`src/rtl/const_div_seq_ctrl.sv`:
```
`default_nettype none
// ============================================================================
// Module   : const_div_seq_ctrl
// Purpose  : Digit-serial divide-by-constant sequencer. A WIDTH-bit unsigned
//            dividend is consumed MSB-first, CHUNK bits per cycle, through one
//            shared remainder-chained digit stage:
//                t       = r * 2^CHUNK + chunk
//                digit   = t / DIVISOR   (CHUNK bits)
//                r_next  = t % DIVISOR
//            The full quotient and remainder are returned over a valid/ready
//            handshake.
//
// Ports    : clk        rising-edge clock
//            rst        asynchronous, active-high reset
//            in_valid   dividend offered
//            in_ready   controller accepts a dividend this cycle (IDLE only)
//            in_data    unsigned dividend, WIDTH bits
//            out_valid  result held (DONE state)
//            out_ready  collector takes result this cycle
//            out_quot   quotient, WIDTH bits
//            out_rem    remainder, REM_W bits, always < DIVISOR
//            busy       high while digits are being produced (RUN)
//
// Timing   : accept cycle, then WIDTH/CHUNK RUN cycles, then DONE. With
//            out_ready held high one operation completes every
//            WIDTH/CHUNK + 2 cycles.
//
// Revision : 1.0  initial release
// ============================================================================
module const_div_seq_ctrl #(
    parameter int WIDTH   = 48,
    parameter int CHUNK   = 6,
    parameter int DIVISOR = 47,
    parameter int REM_W   = $clog2(DIVISOR)
) (
    input  logic             clk,
    input  logic             rst,
    input  logic             in_valid,
    output logic             in_ready,
    input  logic [WIDTH-1:0] in_data,
    output logic             out_valid,
    input  logic             out_ready,
    output logic [WIDTH-1:0] out_quot,
    output logic [REM_W-1:0] out_rem,
    output logic             busy
);

    // ------------------------------------------------------------------------
    // Derived constants
    // ------------------------------------------------------------------------
    localparam int STEPS  = WIDTH / CHUNK;
    localparam int STEP_W = (STEPS > 1) ? $clog2(STEPS) : 1;
    // Width of the partial dividend t = {r, chunk}. Since r < DIVISOR,
    // t < DIVISOR * 2^CHUNK, so the digit always fits in CHUNK bits.
    localparam int T_W    = REM_W + CHUNK;

    localparam logic [STEP_W-1:0] c_last_step = STEP_W'(STEPS - 1);

    // ------------------------------------------------------------------------
    // State encoding
    // ------------------------------------------------------------------------
    localparam logic [1:0] S_IDLE = 2'd0;
    localparam logic [1:0] S_RUN  = 2'd1;
    localparam logic [1:0] S_DONE = 2'd2;

    // ------------------------------------------------------------------------
    // Registers
    // ------------------------------------------------------------------------
    logic [1:0]        r_state;
    logic [WIDTH-1:0]  r_shift;   // remaining dividend bits, MSB-aligned
    logic [WIDTH-1:0]  r_quot;    // quotient digits shifted in from the right
    logic [REM_W-1:0]  r_rem;     // running remainder, always < DIVISOR
    logic [STEP_W-1:0] r_step;

    // ------------------------------------------------------------------------
    // Combinational digit stage
    // ------------------------------------------------------------------------
    logic [T_W-1:0]    w_t;
    logic [T_W-1:0]    w_acc;
    logic [CHUNK-1:0]  w_digit;
    logic              w_accept;
    logic              w_release;

    assign w_t = {r_rem, r_shift[WIDTH-1 -: CHUNK]};

    // Restoring long division against the constant: one compare/subtract per
    // digit bit, each against DIVISOR shifted to that bit position. All
    // comparands are elaboration-time constants, so this reduces to a fixed
    // chain of constant comparators and subtractors with no multiplier.
    always_comb begin
        w_acc   = w_t;
        w_digit = '0;
        for (int i = CHUNK - 1; i >= 0; i--) begin
            if (w_acc >= (T_W'(DIVISOR) << i)) begin
                w_acc      = w_acc - (T_W'(DIVISOR) << i);
                w_digit[i] = 1'b1;
            end
        end
    end

    // ------------------------------------------------------------------------
    // Handshake decode
    // ------------------------------------------------------------------------
    // in_ready is forced low while reset is asserted so that nothing upstream
    // sees a ready controller before reset has been released.
    assign in_ready  = (r_state == S_IDLE) && !rst;
    assign w_accept  = in_valid && in_ready;
    assign w_release = (r_state == S_DONE) && out_ready;

    // ------------------------------------------------------------------------
    // Sequencer
    // ------------------------------------------------------------------------
    always_ff @(posedge clk or posedge rst) begin
        if (rst) begin
            r_state <= S_IDLE;
            r_shift <= '0;
            r_quot  <= '0;
            r_rem   <= '0;
            r_step  <= '0;
        end else begin
            case (r_state)
                S_IDLE: begin
                    if (w_accept) begin
                        r_shift <= in_data;
                        r_quot  <= '0;
                        r_rem   <= '0;
                        r_step  <= '0;
                        r_state <= S_RUN;
                    end
                end

                S_RUN: begin
                    // After the last digit the residue of w_acc is the final
                    // remainder; its upper CHUNK bits are zero by construction.
                    r_rem   <= REM_W'(w_acc);
                    r_quot  <= {r_quot[WIDTH-CHUNK-1:0], w_digit};
                    r_shift <= r_shift << CHUNK;
                    r_step  <= r_step + 1'b1;
                    if (r_step == c_last_step) begin
                        r_state <= S_DONE;
                    end
                end

                S_DONE: begin
                    // Result is held until the collector takes it; a new
                    // dividend can be accepted from the following cycle.
                    if (w_release) begin
                        r_state <= S_IDLE;
                    end
                end

                default: begin
                    r_state <= S_IDLE;
                end
            endcase
        end
    end

    // ------------------------------------------------------------------------
    // Outputs
    // ------------------------------------------------------------------------
    assign out_valid = (r_state == S_DONE);
    assign busy      = (r_state == S_RUN);
    assign out_quot  = r_quot;
    assign out_rem   = r_rem;

endmodule
`default_nettype wire

```
`config.mk`:
```
export PLATFORM = sky130hd
export DESIGN_NAME = const_div_seq_ctrl
export DESIGN_NICKNAME = d
export VERILOG_FILES = /design/src/rtl/const_div_seq_ctrl.sv
export SDC_FILE = /design/constraint.sdc
export NUM_CORES = 1
export LEC_CHECK = 0
export ABC_AREA = 1
export CORE_UTILIZATION = 56
export CTS_BUF_LIST = sky130_fd_sc_hd__clkbuf_4 sky130_fd_sc_hd__clkbuf_8
export CTS_CLUSTER_SIZE = 30
export DETAILED_ROUTE_END_ITERATION = 10
export PLACE_DENSITY = 0.87
export SKIP_CTS_REPAIR_TIMING = 1
export SYNTH_ARGS = -nofsm -noshare
export SYNTH_HDL_FRONTEND = slang
export SYNTH_SLANG_ARGS = --single-unit
```
`constraint.sdc`:
```
create_clock -name clk -period 13.1 [get_ports clk]
set_clock_uncertainty 0.2 [all_clocks]
set_input_delay 1.31 -clock clk [delete_from_list [all_inputs] [get_ports clk]]
set_output_delay 1.31 -clock clk [all_outputs]
set_load 0.05 [all_outputs]
```
# Word level (Yosys, flattened, before mapping)
# Index checks and enable logic that the tools add are counted.
# classes
add_sub_neg	7
n_lt_le_gt_ge	6
eq_ne	6
muxes	24
n_reduce_logical	8
# ops
operator	count
$pmux W48 S2	2
$mux W48	2
$mux W12	5
$ge A12 B10 Y1 const B	1
$ge A12 B11 Y1 const B	1
$ge A12 B6 Y1 const B	1
$ge A12 B7 Y1 const B	1
$ge A12 B8 Y1 const B	1
$ge A12 B9 Y1 const B	1
$mux W6	2
$pmux W6 S2	1
$sub A12 B10 Y12 const B	1
$sub A12 B11 Y12 const B	1
$sub A12 B7 Y12 const B	1
$sub A12 B8 Y12 const B	1
$sub A12 B9 Y12 const B	1
$mux W1	6
$mux W2	3
$pmux W2 S3	1
$pmux W3 S2	1
$sub A6 B6 Y6 const B	1
$ne A2 B1 Y1 const B	2
$add A3 B1 Y3 const B	1
$eq A3 B3 Y1 const B	1
10 further kinds	12
# word_totals
register_bits	107
inputBits	52
out_inout_bits	57
wordCells	56

# Longest topological paths before layout
# Gate-level depths: netlist of the first run.
# depth
word_depth	13
depth_mapped	50
ltp_nobuf	47

# Worst setup path before layout of the first run
# No wires, ideal clock.
# synth_timing
kind	register to register
startpoint	register r_rem[2], in the netlist out_rem[2]
endpoint	register r_rem[2], in the netlist out_rem[2]
setup_time_ns	0.118
arrival_ns	5.298
t_required_ns	12.782
setup_slack_ns	7.484
path_stages_with_launch	46
path_buffers	3
synth_period_minus_slack_ns	5.616
cell_sequence	dfrtp_1 -> nand2_1 -> nor2_2 -> nand2_4 -> nand2_8 -> nand2_1 -> nand2_2 -> inv_2 -> ha_1 -> nand3_1 -> nor2_1 -> a21oi_4 -> nand2_2 -> buf_6 -> nand2_1 -> nand3_2 -> nor2_2 -> nand3_2 -> [10 not listed] -> nor2_8 -> nand2_4 -> buf_12 -> nand2_4 -> o21ai_2 -> nor2_4 -> nand3_2 -> nand3_4 -> nand2_1 -> nand2_1 -> inv_1 -> ha_1 -> nand3_2 -> nand2_2 -> nand2_4 -> nand3b_1 -> nand3_1 -> nand2_1
# synth_via
elab_chain_cells	13
elab_cells_between_ends	19
cone_classes	add/sub (6); order compare (6); mux (7)
# synth_rtl
element	line_no	source
from (decl)	72	logic [REM_W-1:0] r_rem;
from (signal assigned)	135	r_rem <= REM_W'(w_acc);
$sub A12 B11 Y12 or $ge A12 B11 Y1 (tied branches)	95, 94	
$mux W12 (*)	94	if (w_acc >= (T_W'(DIVISOR) << i)) begin
$sub A12 B10 Y12 or $ge A12 B10 Y1 (tied branches)	95, 94	
$mux W12 (*)	94	
$sub A12 B9 Y12 or $ge A12 B9 Y1 (tied branches)	95, 94	
$mux W12 (*)	94	
$sub A12 B8 Y12 or $ge A12 B8 Y1 (tied branches)	95, 94	
$mux W12 (*)	94	
$sub A12 B7 Y12 or $ge A12 B7 Y1 (tied branches)	95, 94	
$mux W12 (*)	94	
$ge A12 B6 Y1 or $sub A6 B6 Y6 (tied branches)	94, 95	
$mux W6 (*)	94	
$pmux W6 S2 (*)	121	case (r_state)
# Every way passes the cells marked *; elsewhere a longest branch is shown, timed or not.
# A chain may end at the register's enable or synchronous reset.

# Final worst setup path of the first run
# layout_timing
startpoint	register r_rem[2], in the netlist out_rem[2]
endpoint	register r_rem[4], in the netlist out_rem[4]
# Same word-level chain as after synthesis.

==> reports/qor.csv, run 1 <==
metric,value,unit
wl,15.9,mm
syn2layout_area_growth,21.0,%
synthArstFlopShare,100,%
rsz0062_at_grt,false,
insertion_delay,0.38,ns
final.period_utilization,47.6,%
io_pins,109,
drt_iter0_drc,396,
core_area,10900,µm²
clock_path_buffers,2,
maxSlewViolCount,0,
crit_type,flip-flop to flip-flop,
ys_seq_elements,107,
dp.cells,977,
vias,5736,
die_width,108,µm
synth-edff-count,0,
synth.area.top_cells,"dfrtp_1 42%, nand2_1 8.2%, inv_1 7.1%",
max_cap_viol_count,0,
synth.largest_area_cell,dfrtp_1,
dr.max_layer_used,met4,
cp-end-kind,flip-flop,
drtPass1Iterations,8,
hold_path.class,flip-flop to flip-flop,
required,13.17,ns
antenna_left,0,
cts.clk_slew.worst_paths,0.10,ns
routedWlPerCell,16.1,µm
grt_pass1_vias,5500,
routabilityCongestion,0.925,
instances_no_fill,993,
worst_pin_slew,0.968,ns
antennaDiodeCount,0,
synthMuxAreaShare,0,%
fin_setup_tns,0,ns
clock-root-buffer,clkbuf_8,
routed-wl-met2,7.96,mm
worstPathMaxFanout,13,
synth_area,6300,µm²
setup_violations,0,
start_util,57.9,%
vias_per_cell,5.78,
synthAdderAreaFrac,1.59,%
max_stage_delay,0.48,ns
num_rows,38,
synthXorXnorAreaFrac,1.55,%
grt.overflow.total,0,
synth_top_cell_area_share,42.5,%
fmax,0.161,GHz
synth-simple-area-share,29.3,%
startpoint_type,flip-flop,
layout.nets,908,
grt_pass1_wl,26.5,mm
slew_headroom,35.5,%
cts-buffers-inserted,9,
fp.dieH,108,µm
cts_tree,yes,
die-area,11700,µm²
antenna_found_initial,0,
syn_avg_cell_area,8.32,µm²
yosys_most_used_dff,dfrtp_1,
cp_num_buf_inv,4,
clkSinkCount,107,
critPathSlowestCell,dfrtp_1,
synth_top_family_by_area,simple AND/OR/NAND/NOR gates,
cp.arrival,6.30,ns
placed_cell_area,7430,µm²
ys_seq_area_share,42.5,%
worst_path_most_repeated_cell,nand2_1,
grt_max_degree,100,
grt_usage,29.2,%
cts_htree_levels,3,
dr_wl_met3,934,µm
yosysUniqueCellTypes,44,
final.min_clock_period,6.23,ns
drive_above_1_share,13.2,%
synth_fp_nets,817,
status,"finished, final reports clean",
crit_family,simple AND/OR/NAND/NOR gates,
finalInstanceArea,7620,µm²
syn_inst,757,
port_buffers,108,
ys_warn_count,0,
synth_compound_area_share,14.4,%
drc,0,
wl_met1,6.70,mm
nFillCells,820,
hpwl,11.4,mm
hold_violations,0,
==> metrics by stage <==
| step | hold slack (ns) | worst slack (ns) | utilization (%) |
|---|---|---|---|
| 2_1_floorplan | 0.250 | 7.48 | - |
| 3_3_place_gp | 0.263 | 7.40 | 68.3 |
| 3_5_place_dp | 0.277 | 7.00 | 68.3 |
| 4_1_cts | 0.298 | 6.91 | 70.0 |
| 5_1_grt | 0.325 | 6.31 | 70.0 |
| 6_report | 0.290 | 6.87 | 70.0 |
==> routing by layer <==
metal  track usage (%)  up-vias
met3              6.15       39
met1              37.9     2740
met2              49.0      234
li1                  -     2723
met4              9.30        0
met5                 0        -
==> kinds of logic (layout without fill, tap and decap cells) <==
logic type                 count (synthesis)  after routing
and+or+nand+nor                          342            342
AOI/OAI and AO/OA                        124            124
xor gates and xnor gates                   9              9
adders and majority gates                  8              8
DFF                                      107            107
buffers and inverters                    167            263
==> placed cells by master (no fill, tap or decap), types with 16 or more instances in the layout <==
master / Yosys / layout
inv_1: 120 / 119
nand3_1: 64 / 64
o21ai_0: 19 / 19
nor2_1: 19 / 18
clkdlybuf4s50_1: 0 / 108
nor3_1: 43 / 43
nand2_1: 137 / 137
dfrtp_1: 107 / 107
o22ai_1: 37 / 37
a221oi_1: 41 / 41
nand2_2: 18 / 18
nand2_4: 16 / 16
==> synth_stat cells (2+ instances only) <==
master	n
a21oi_1	8
a21oi_4	4
a221oi_1	41
a22o_1	2
and2_1	2
buf_12	2
clkbuf_1	27
dfrtp_1	107
ha_1	8
inv_1	120
inv_2	14
nand2_1	137
nand2_2	18
nand2_4	16
nand3_1	64
nand3_2	14
nand3_4	2
nand3b_1	7
nand4_1	4
nor2_1	19
nor2_2	5
nor2_4	5
nor3_1	43
nor3_2	2
o21ai_0	19
o21ai_1	3
o21ai_2	5
o22ai_1	37
xor2_1	7
==> final timing paths <==
path	from	to	slack [ns]	cells after the start
hold reg to reg	r_step[0]$_DFFE_PP0P_	r_step[0]$_DFFE_PP0P_	0.29	1
min in group asynchronous	rst	r_shift[2]$_DFFE_PP0P_	1.14	2
setup reg to reg	out_rem[2]$_DFFE_PP0P_	out_rem[4]$_DFFE_PP0P_	6.87	44
max in group asynchronous	rst	out_rem[1]$_DFFE_PP0P_	10.34	3
hold / removal	r_step[0]$_DFFE_PP0P_	r_step[0]$_DFFE_PP0P_	0.29	1
setup / recovery	out_rem[2]$_DFFE_PP0P_	out_rem[4]$_DFFE_PP0P_	6.87	44
==> cell type report <==
type | instances | area (µm²) | area share, %
clock buffers | 11 | 145 | 1.90
clock inverters | 5 | 43.8 | 0.575
inverters | 135 | 509 | 6.68
multi-input cells | 483 | 2960 | 38.8
flip-flops and latches | 107 | 2680 | 35.1
well taps | 140 | 175 | 2.30
repair buffers | 112 | 1110 | 14.6
==> flip-flops by register name, summed over array words and instances (netlist names) <==
signal and count:
out_quot 48, out_rem 6, r_shift 48, r_state 2, r_step 3
Power of run 1 is not shown: default switching activity piles up to over one toggle a cycle in this logic, so the estimate is an artifact.
==> inputs of run 2 (changes only) <==
- CORE_UTILIZATION: 56 -> 55
- PLACE_DENSITY: 0.87 -> 0.86
- clock period: 13.1 -> 6.55 ns (I/O delays scaled with it)
==> run 2 against run 1 <==
Register-to-register slack got worse by 6.3 ns. Wire length fell by 1.8%. Sequential share of layout area fell by 0.092 points. Final cell count did not move. Critical path type unchanged.
==> reports/qor.csv, run 2 (synthesized netlist as in run 1, its figures left out) <==
metric,value,unit
status,"finished, final reports clean",
clock_path_buffers,2,
required,6.62,ns
antenna_left,0,
insertion_delay,0.38,ns
clkSinkCount,107,
final.min_clock_period,5.96,ns
wl,15.7,mm
grt.overflow.total,0,
max_cap_viol_count,0,
final.period_utilization,91.0,%
max_stage_delay,0.48,ns
fin_setup_tns,0,ns
drt_iter0_drc,351,
cts_tree,yes,
nFillCells,817,
clock-root-buffer,clkbuf_8,
drc,0,
cts-buffers-inserted,9,
drtPass1Iterations,5,
vias_per_cell,5.66,
routabilityCongestion,0.929,
multi_input_area,2980,µm²
hold_violations,0,
crit_type,flip-flop to flip-flop,
grt_pass1_wl,26.3,mm
hold_path.class,flip-flop to flip-flop,
grt_pass1_vias,5459,
drive_above_1_share,13.6,%
layout.nets,908,
vias,5625,
num_rows,38,
setup_violations,0,
syn2layout_area_growth,21.3,%
antennaDiodeCount,0,
final_cell_mix,"136 x nand2_1, 119 x inv_1, 108 x clkdlybuf4s50_1",
cp.arrival,6.03,ns
final_core_util,69.6,%
cp_num_buf_inv,3,
cp-end-kind,flip-flop,
cp_num_cells,42,
start_util,57.4,%
worst_pin_slew,0.957,ns
routedWlPerCell,15.8,µm
die_width,109,µm
dp.cells,977,
hpwl,11.4,mm
port_buffers,108,
maxSlewViolCount,0,
fp.dieH,109,µm
grt_usage,28.4,%
antenna_found_initial,0,
regArea,2680,µm²
cts_htree_levels,3,
cts.clk_slew.worst_paths,0.10,ns
fmax,0.168,GHz
io_pins,109,
core_area,11000,µm²
hold_depth,1,
rsz0062_at_grt,false,
critPathSlowestCell,dfrtp_1,
worstPathMaxFanout,13,
grt_max_degree,99,
slew_headroom,36.2,%
layout_commonest_cell,nand2_1,
crit_family,simple AND/OR/NAND/NOR gates,
rr_worst_depth,42,
die-area,11900,µm²
instances_no_fill,993,
startpoint_type,flip-flop,
worst_path_most_repeated_cell,nand2_1,
==> run 2: per-layer routing <==
| metal | up-vias | track usage (%) | wire, µm | share of wire [%] |
|---|---|---|---|---|
| li1 | 2710 | - | - | - |
| met3 | 25 | 4.42 | 804 | 5.1 |
| met5 | - | 0 | 0 | 0 |
| met2 | 179 | 46.9 | 7880 | 50 |
| met1 | 2711 | 38.2 | 6710 | 43 |
| met4 | 0 | 8.78 | 261 | 1.7 |
==> run 2: worst reg2reg max path, delay by kind of cell (launching register included) <==
kind	cells	cell delay, ns
and+or+nand+nor	34	3.81
adders and majority gates	3	0.62
AOI/OAI and AO/OA	2	0.55
DFF	1	0.48
buffers and inverters	3	0.19
==> run 2: final timing paths <==
check / startpoint / endpoint / slack (ns)
max in group asynchronous: rst / out_rem[2]$_DFFE_PP0P_ / 4.48
hold / removal: r_step[0]$_DFFE_PP0P_ / r_step[0]$_DFFE_PP0P_ / 0.30
min in group asynchronous: rst / r_state[1]$_DFFE_PP0P_ / 0.54
setup / recovery: out_rem[2]$_DFFE_PP0P_ / out_rem[3]$_DFFE_PP0P_ / 0.59
setup reg to reg: out_rem[2]$_DFFE_PP0P_ / out_rem[3]$_DFFE_PP0P_ / 0.59
hold reg to reg: r_step[0]$_DFFE_PP0P_ / r_step[0]$_DFFE_PP0P_ / 0.30
==> run 2: layout make-up <==
type | instances | area share (%)
Timing Repair Buffer | 112 | 14.5
Tap cell | 140 | 2.29
Clock inverter | 5 | 0.557
Sequential cell | 107 | 35.0
Clock buffer | 11 | 1.90
Inverter | 135 | 6.66
Multi-Input combinational cell | 483 | 39.0
==> run 2: per-stage QoR <==
stage	setup WS [ns]	cell area, µm²	hold WS (ns)
5_1_grt	0.0444	7640	0.315
2_1_floorplan	0.934	6300	0.250
3_3_place_gp	0.865	7430	0.266
6_report	0.590	7640	0.298
4_1_cts	0.408	7620	0.299
3_5_place_dp	0.434	7430	0.280
Power of run 2 is left out for the same reason.
